===== src/rtl/frame_commit_ctrl_pkg.sv =====
`default_nettype none
// ============================================================================
//  Module      : frame_commit_ctrl_pkg
//  Description : Shared constants and typedefs for the frame commit controller
//                (datagram width and commit FSM state encoding).
//  Revision    : 1.0 - initial release
// ============================================================================
package frame_commit_ctrl_pkg;

  // Width of one control datagram from the control core.
  localparam int MESSAGE_SIZE = 32;

  // Commit FSM: EMPTY = nothing waiting, PENDING = pend_data awaits a commit.
  typedef enum logic [0:0] {
    ST_EMPTY   = 1'b0,
    ST_PENDING = 1'b1
  } commit_state_t;

endpackage : frame_commit_ctrl_pkg
`default_nettype wire


===== src/rtl/sat_counter8.sv =====
`default_nettype none
// ============================================================================
//  Module      : sat_counter8
//  Description : 8-bit event counter that sticks at 255 instead of wrapping.
//  Revision    : 1.0 - initial release
// ============================================================================
module sat_counter8 (
  input  logic       clk,
  input  logic       rst,
  input  logic       inc_i,
  output logic [7:0] count_o
);

  logic [7:0] count_q;

  // Count one event per cycle, holding at all-ones once saturated.
  always_ff @(posedge clk) begin
    if (rst) begin
      count_q <= 8'd0;
    end else if (inc_i && (count_q != 8'hFF)) begin
      count_q <= count_q + 8'd1;
    end
  end

  assign count_o = count_q;

endmodule : sat_counter8
`default_nettype wire


===== src/rtl/frame_commit_ctrl.sv =====
`default_nettype none
// ============================================================================
//  Module      : frame_commit_ctrl
//  Description : Holds the latest datagram from the control core and commits
//                it to the display interface at vertical blanking, or after a
//                timeout if blanking never arrives. Commits are inhibited while
//                frozen. Counts overwritten datagrams and forced commits.
//  Revision    : 1.0 - initial release
// ============================================================================
module frame_commit_ctrl
  import frame_commit_ctrl_pkg::*;
#(
  parameter int unsigned FORCE_COMMIT_CYCLES = 2_000_000
) (
  input  logic                    clk,
  input  logic                    rst,
  input  logic                    in_valid,
  input  logic [MESSAGE_SIZE-1:0] in_data,
  output logic                    in_ready,
  input  logic                    vblank_start,
  input  logic                    freeze,
  output logic [MESSAGE_SIZE-1:0] disp_data,
  output logic                    commit_pulse,
  output logic [7:0]              drop_count,
  output logic [7:0]              forced_count
);

  // A single-cycle timeout still needs a one-bit counter to exist.
  localparam int WAIT_W = (FORCE_COMMIT_CYCLES > 1) ? $clog2(FORCE_COMMIT_CYCLES) : 1;
  localparam logic [WAIT_W-1:0] c_WAIT_LAST = WAIT_W'(FORCE_COMMIT_CYCLES - 1);

  commit_state_t             state_q;
  logic [MESSAGE_SIZE-1:0]   pend_data_q;
  logic [MESSAGE_SIZE-1:0]   disp_data_q;
  logic                      commit_pulse_q;
  logic [WAIT_W-1:0]         wait_cnt_q;

  logic                      w_pending;
  logic                      w_vblank_commit;
  logic                      w_force_commit;
  logic                      w_commit;
  logic                      w_drop_inc;
  logic [MESSAGE_SIZE-1:0]   w_eff_data;

  // The controller never back-pressures; transfers during reset are simply
  // ignored because the FSM below is held in reset.
  assign in_ready = 1'b1;

  // Commit decisions: a vblank always wins over the timeout, and freeze
  // blocks both. A same-cycle transfer is what gets committed.
  always_comb begin
    w_pending       = (state_q == ST_PENDING);
    w_vblank_commit = w_pending && !freeze && vblank_start;
    w_force_commit  = w_pending && !freeze && !vblank_start && (wait_cnt_q == c_WAIT_LAST);
    w_commit        = w_vblank_commit || w_force_commit;
    w_drop_inc      = w_pending && in_valid;
    w_eff_data      = in_valid ? in_data : pend_data_q;
  end

  // Commit FSM with registered display data and commit pulse.
  always_ff @(posedge clk) begin
    if (rst) begin
      state_q        <= ST_EMPTY;
      pend_data_q    <= '0;
      disp_data_q    <= '0;
      commit_pulse_q <= 1'b0;
      wait_cnt_q     <= '0;
    end else begin
      commit_pulse_q <= 1'b0;
      case (state_q)
        ST_EMPTY: begin
          // A datagram identical to what is on screen needs no commit.
          if (in_valid && (in_data != disp_data_q)) begin
            pend_data_q <= in_data;
            wait_cnt_q  <= '0;
            state_q     <= ST_PENDING;
          end
        end
        ST_PENDING: begin
          // Latest datagram wins; the timeout keeps running from first entry.
          if (in_valid) begin
            pend_data_q <= in_data;
          end
          if (w_commit) begin
            disp_data_q    <= w_eff_data;
            commit_pulse_q <= 1'b1;
            wait_cnt_q     <= '0;
            state_q        <= ST_EMPTY;
          end else if (!freeze) begin
            wait_cnt_q <= wait_cnt_q + 1'b1;
          end
        end
        default: begin
          state_q <= ST_EMPTY;
        end
      endcase
    end
  end

  sat_counter8 u_drop_cnt (
    .clk     (clk),
    .rst     (rst),
    .inc_i   (w_drop_inc),
    .count_o (drop_count)
  );

  sat_counter8 u_forced_cnt (
    .clk     (clk),
    .rst     (rst),
    .inc_i   (w_force_commit),
    .count_o (forced_count)
  );

  assign disp_data    = disp_data_q;
  assign commit_pulse = commit_pulse_q;

endmodule : frame_commit_ctrl
`default_nettype wire

===== config.mk =====
export PLATFORM = sky130hd
export DESIGN_NAME = frame_commit_ctrl
export DESIGN_NICKNAME = d
export VERILOG_FILES = /design/src/rtl/frame_commit_ctrl_pkg.sv /design/src/rtl/sat_counter8.sv /design/src/rtl/frame_commit_ctrl.sv
export SDC_FILE = /design/constraint.sdc
export NUM_CORES = 1
export LEC_CHECK = 0
export CAP_MARGIN = 20
export CORE_MARGIN = 5
export CORE_UTILIZATION = 53
export CTS_CLUSTER_SIZE = 12
export DETAILED_ROUTE_END_ITERATION = 10
export PLACE_DENSITY = 0.87
export SLEW_MARGIN = 20
export SYNTH_ARGS = -nofsm -noshare
export SYNTH_HDL_FRONTEND = slang
export SYNTH_SLANG_ARGS = --single-unit

===== constraint.sdc =====
create_clock -name clk -period 3.4 [get_ports clk]
set_clock_uncertainty 0.1 [all_clocks]
set_input_delay 1.02 -clock clk [delete_from_list [all_inputs] [get_ports clk]]
set_output_delay 1.02 -clock clk [all_outputs]
set_load 0.01 [all_outputs]

==> flow_summary.toml, run 1 <==
[outcome]
status = "completed"

[timing]
hold_viol = 0
rsz0062_at_grt = "false"
final_max_slew_viol_count = 0
holdWs_ps = 403.8
fmax_mhz = 305.2
final.setup.tns_ps = 0
tightest_slew_ps = 1068
period_share = 0.9635
max_slew_margin = 0.2880
setup_viol = 0
period_needed_ps = 3276

[floorplanning]
rows = 35
dieArea_um2 = 11540
die_w_um = 107.4
io_pins = 87
core_area_um2 = 9240
die_y_um = 107.4
start_util = 0.5443

[clock_tree]
cts_root_buf = "clkbuf_8"
path_clk_slew_ps = 100
htreeDepth = 3
hold_buffers = 0
cts_made_buffers = 9
clockBufferDepth = 2
clk_latency_ps = 380
cts_tree = "done"
cts.sinks = 103
postCtsSetupRepairBufs = 0

[synth]
synth_ff_type = "dfxtp_1"
netlist.area_leader.share = 0.4100
synth.most_common_cell = "dfxtp_1"
synth_top_family_by_area = "simple AND/OR/NAND/NOR gates"
ys_seq_area_frac = 0.4100
netlist_area_um2 = 5030
synth_compound_gate_area_share = 0.1448
synth-xor-area-share = 0.07662
synthSimpleGateAreaFrac = 0.1863
synth_seq_cells = 103
ys_top_cells_by_area = "dfxtp_1 41%, mux2i_1 13%, xor2_1 7.3%, nor2_1 6.5%, a211oi_2 5.0%"
synth_edf_count = 0
async_flop_share = 0
syn_avg_cell_area_um2 = 9.437
syn_inst = 533
syn-num-nets = 573
muxShareOfSynthArea = 0.1313
synthAdderAreaFrac = 0.007463
yosysUniqueCellTypes = 51
synthTopCellsByCount = "103 x dfxtp_1, 87 x nor2_1, 66 x mux2i_1"
synth_top_area_cell = "dfxtp_1"
yosys_warnings = 0

[setup_path]
cp.required_ps = 3580
cp_max_fo = 11
start_kind = "input port"
crit_type = "input port to flop"
endpoint_kind = "flop"
arrival_ps = 3460

[final_layout]
area_growth_pct = 24.78
finalInstanceArea_um2 = 6276
fin_nets = 659
drive_gt1_frac = 0.1170
antenna_cells = 0

[grt]
grt_pass1_wl_um = 19800
grt_use_total = 0.2089
grt_start_max_net_pins = 96
overflow = 0
grt_pass1_vias = 4131
antenna_found_initial = 0

[place]
gp_congestion = 0.9144
hpwl_um = 8535
dpl-instance-area_um2 = 6078
io_buffers = 85

[pwr]
power-per-cell-area_nw_per_um2 = 376.8
worst_ir_drop_vdd_mv = 0.2681
power.static_leakage_nw = 2.378

[drt]
wl_um = 11920
wire_per_inst_um = 15.84
drt_iter0_markers = 183
drt-pass1-iter-count = 6
final_antenna_net_count = 0
vias_per_cell = 5.710
remaining_drc_errors = 0
num_vias = 4300

[run]
maxCapViolCount = 0

[hold_path]
hold_path.class = "flop to flop"
==> registers in the layout, summed over array words and instances (netlist names) <==
register and cells:
commit_pulse 1, disp_data 32, wait_cnt_q 21, u_forced_cnt.count_o 8, state_q 1, u_drop_cnt.count_o 8
pend_data_q 32
==> cells in the final DEF, fill, tap and decap left out, types with 3 or more instances in the layout <==
master | Yosys | final
a211oi_1 | 13 | 13
nand4_1 | 13 | 13
buf_4 | 6 | 22
inv_1 | 8 | 8
nor2_1 | 87 | 87
clkdlybuf4s50_1 | 0 | 83
nor4_1 | 10 | 8
or3_1 | 7 | 7
a31oi_1 | 3 | 3
a41oi_1 | 3 | 3
a21oi_1 | 11 | 11
nand2_1 | 26 | 25
o211ai_1 | 6 | 6
xor2_1 | 42 | 42
nand2b_1 | 4 | 4
ha_1 | 3 | 3
nand3_1 | 14 | 14
clkbuf_8 | 0 | 9
and3_1 | 6 | 6
o21ai_0 | 8 | 8
inv_6 | 0 | 3
a311oi_1 | 11 | 11
mux2i_1 | 66 | 66
buf_12 | 0 | 3
dfxtp_1 | 103 | 103
a211oi_2 | 20 | 20
==> repair_timing <==
action,4_1_cts,5_1_grt
setup endpoints to repair,0,9
resized for setup,0,2
hold endpoints to repair,0,0
==> worst max-delay path: stages <==
cell             delay [ps]
clkdlybuf4s50_1         490
xor2_1                  180
nor4_1                  500
nand4_1                 260
buf_4                   210
o21bai_1                260
nand2_1                  90
buf_4                   180
a311oi_1                260
==> worst paths after layout <==
check                  from              to  slack (ps)  cells after the start
min reg2reg  wait_cnt_q[19]  wait_cnt_q[19]         400                      1
min          wait_cnt_q[19]  wait_cnt_q[19]         400                      1
max              in_data[8]  wait_cnt_q[17]         120                      9
max reg2reg   wait_cnt_q[0]   disp_data[28]         780                      8
==> cell type report <==
| class | count | area [um^2] |
|---|---|---|
| clock buffers | 10 | 127.6 |
| inverters | 8 | 30.03 |
| clock inverters | 6 | 57.56 |
| multi-input cells | 388 | 2776 |
| fillers | 694 | 2964 |
| repair buffers | 109 | 1061 |
| well taps | 129 | 161.4 |
| flip-flops and latches | 103 | 2062 |
==> stage by stage <==
step | util | setup WS [ps] | instances | power (mW)
3_5_place_dp | 0.6578 | -183.4 | 737 | 1.647
5_1_grt | 0.6792 | 0.9350 | 753 | 2.460
2_1_floorplan | - | 659.6 | 533 | 1.499
3_3_place_gp | 0.6578 | -133.7 | 737 | 1.635
4_1_cts | 0.6779 | 167.9 | 753 | 2.373
6_report | 0.6792 | 124.0 | 753 | 2.365
==> cell families (layout without fill, tap and decap cells) <==
group,Yosys count,count (layout)
simple gates,188,188
flops,103,103
compound gates,86,86
mux,66,66
xor+xnor,44,44
buf+inv,42,133
fa+ha+maj,3,3
other cells,1,1
==> per-layer routing <==
metal  wire length [um]  GRT usage  share of wire
met1               4918     0.2672           0.41
met2               6014     0.3530           0.50
met3                746    0.04559          0.063
met4                244    0.06222          0.020
met5                  0          0              0
==> where the power goes <==
part	internal, mW	total, mW	switching, mW
logic	0.168	0.341	0.174
clock network	0.287	0.741	0.455
registers	1.25	1.28	0.0337
Power figures use the tool's default switching activity.
==> run 2, diff against run 1 <==
Settings changed: CORE_MARGIN 5 to 4.
==> run 2 against run 1 <==
Net effect: routed wire length is 0.81% higher; hold slack barely moved; critical path type unchanged; total power decreased by 0.98%; combinational power about the same; maximum frequency increased by 3.9%; sequential share of layout area is the same; die area down 3.7%; clock power shrank 3.5%; critical path depth up 1; via count up 0.93%; clock-buffer cell count unchanged.
==> flow_summary.toml, run 2 (synthesized netlist as in run 1, its figures left out) <==
[grt]
grt_use_total = 0.2165
grt_pass1_wl_um = 19760
overflow = 0
antenna_found_initial = 0
grt_start_max_net_pins = 51
grt_pass1_vias = 4149

[setup_path]
cp_slowest_stage_delay_ps = 470
cp_slowest_cell = "clkdlybuf4s50_1"
arrival_ps = 3320
crit_type = "input port to flop"
reg2reg_from = "wait_cnt_q[0]"
r2r_end = "disp_data[11]"
cp_max_fo = 11
start_kind = "input port"
rr_worst_depth = 8
endpoint_kind = "flop"
cpMostUsedCell = "buf_4"
ff2ff_setup_slack_ps = 900
cp.required_ps = 3570
worstPathCellList = "clkdlybuf4s50_1 -> xor2_1 -> nor4_2 -> buf_4 -> nand4_1 -> buf_4 -> o21bai_1 -> nand2_1 -> buf_4 -> a311oi_1"

[timing]
max_slew_margin = 0.6185
holdWs_ps = 403.6
setup_viol = 0
period_share = 0.9275
fmax_mhz = 317.1
tightest_slew_ps = 572.3
hold_viol = 0
final.setup.tns_ps = 0
final_max_slew_viol_count = 0
period_needed_ps = 3154
rsz0062_at_grt = "false"

[clock_tree]
hold_buffers = 0
cts_root_buf = "clkbuf_8"
clockBufferDepth = 2
cts_made_buffers = 9
path_clk_slew_ps = 90
cts_tree = "done"
htreeDepth = 3
postCtsSetupRepairBufs = 0
clk_latency_ps = 370
cts.sinks = 103

[floorplanning]
die_w_um = 105.4
core_area_um2 = 9240
start_util = 0.5443
io_pins = 87
rows = 35
die_y_um = 105.4
dieArea_um2 = 11110

[place]
gp_congestion = 0.8252
dpl-instance-area_um2 = 6091
post-place-cells = 737
hpwl_um = 8687
io_buffers = 85

[final_layout]
antenna_cells = 0
stdcell_count = 753
nFillCells = 686
finalInstanceArea_um2 = 6276
fin_nets = 659
area_growth_pct = 24.78
layout.area.seq_um2 = 2062
multi_input_area_um2 = 2770
final_core_util = 0.6792
drive_gt1_frac = 0.1154
layout_commonest_cell = "dfxtp_1"
layout_common_cells = "103 x dfxtp_1, 87 x nor2_1, 83 x clkdlybuf4s50_1"

[hold_path]
min_delay_worst_endpoint = "pend_data_q[2]"
whs_path_depth = 2
hold_path.class = "flop to flop"
hold_start = "pend_data_q[2]"

[drt]
num_vias = 4340
final_antenna_net_count = 0
drt_iter0_markers = 203
wl_um = 12020
wire_per_inst_um = 15.96
remaining_drc_errors = 0
vias_per_cell = 5.764
drt-pass1-iter-count = 8

[pwr]
power-per-cell-area_nw_per_um2 = 373.1
power.static_leakage_nw = 2.378
worst_ir_drop_vdd_mv = 0.2501

[outcome]
status = "completed"

[run]
maxCapViolCount = 0
==> run 2: changes by cell type in the layout (fill, tap and decap cells not counted), sizes merged <==
cell    previous run  this run
clkinv             1         3
inv               13        11
==> run 2: repair_timing <==
action,in CTS,in global routing
setup endpoints to repair,0,13
endpoints found under the hold margin,0,0
resized for setup,0,1
==> run 2: through the flow <==
step                      total power, mW  worst slack (ps)
final                               2.342             246.4
after CTS                           2.358             102.7
after detailed placement            1.650            -244.7
after floorplan                     1.499             659.6
after global placement              1.636            -100.0
after global routing                2.438             24.49
==> run 2: cell type report <==
type	count	share of cell area
well taps	129	0.02572
inverters	8	0.004785
multi-input cells	388	0.4414
flip-flops and latches	103	0.3285
repair buffers	109	0.1711
clock inverters	6	0.008174
clock buffers	10	0.02033
==> run 2: worst max-delay path by stage <==
stage | start | to | slack [ps] | cells past startpoint
finish | in_data[28] | wait_cnt_q[11] | 250 | 10
CTS | in_data[28] | wait_cnt_q[11] | 100 | 10
floorplan | in_data[28] | pend_data_q[2] | 660 | 7
global placement | in_data[28] | pend_data_q[6] | -100 | 9
detailed placement | in_data[28] | wait_cnt_q[11] | -240 | 10
global route | in_data[28] | wait_cnt_q[19] | 20 | 10
==> run 2: critical path: cells and delay by family <==
kind	cells	cell delay, ps
and+or+nand+nor	3	600
AOI/OAI and AO/OA	2	510
buffers and inverters	4	1020
xor gates and xnor gates	1	180
==> run 2: per-layer routing <==
| layer | global-route usage | vias to the layer above | routed length [um] | part of all wire |
|---|---|---|---|---|
| met3 | 0.04042 | 24 | 548 | 0.046 |
| met1 | 0.2720 | 2086 | 5290 | 0.44 |
| met4 | 0.08903 | 0 | 284 | 0.024 |
| li1 | - | 2092 | - | - |
| met5 | 0 | - | 0 | 0 |
| met2 | 0.3643 | 138 | 5897 | 0.49 |
==> run 2: power breakdown <==
| group | internal (mW) | switching [mW] | total (mW) |
|---|---|---|---|
| clock network | 0.279 | 0.436 | 0.715 |
| logic | 0.168 | 0.175 | 0.344 |
| registers | 1.25 | 0.0346 | 1.28 |
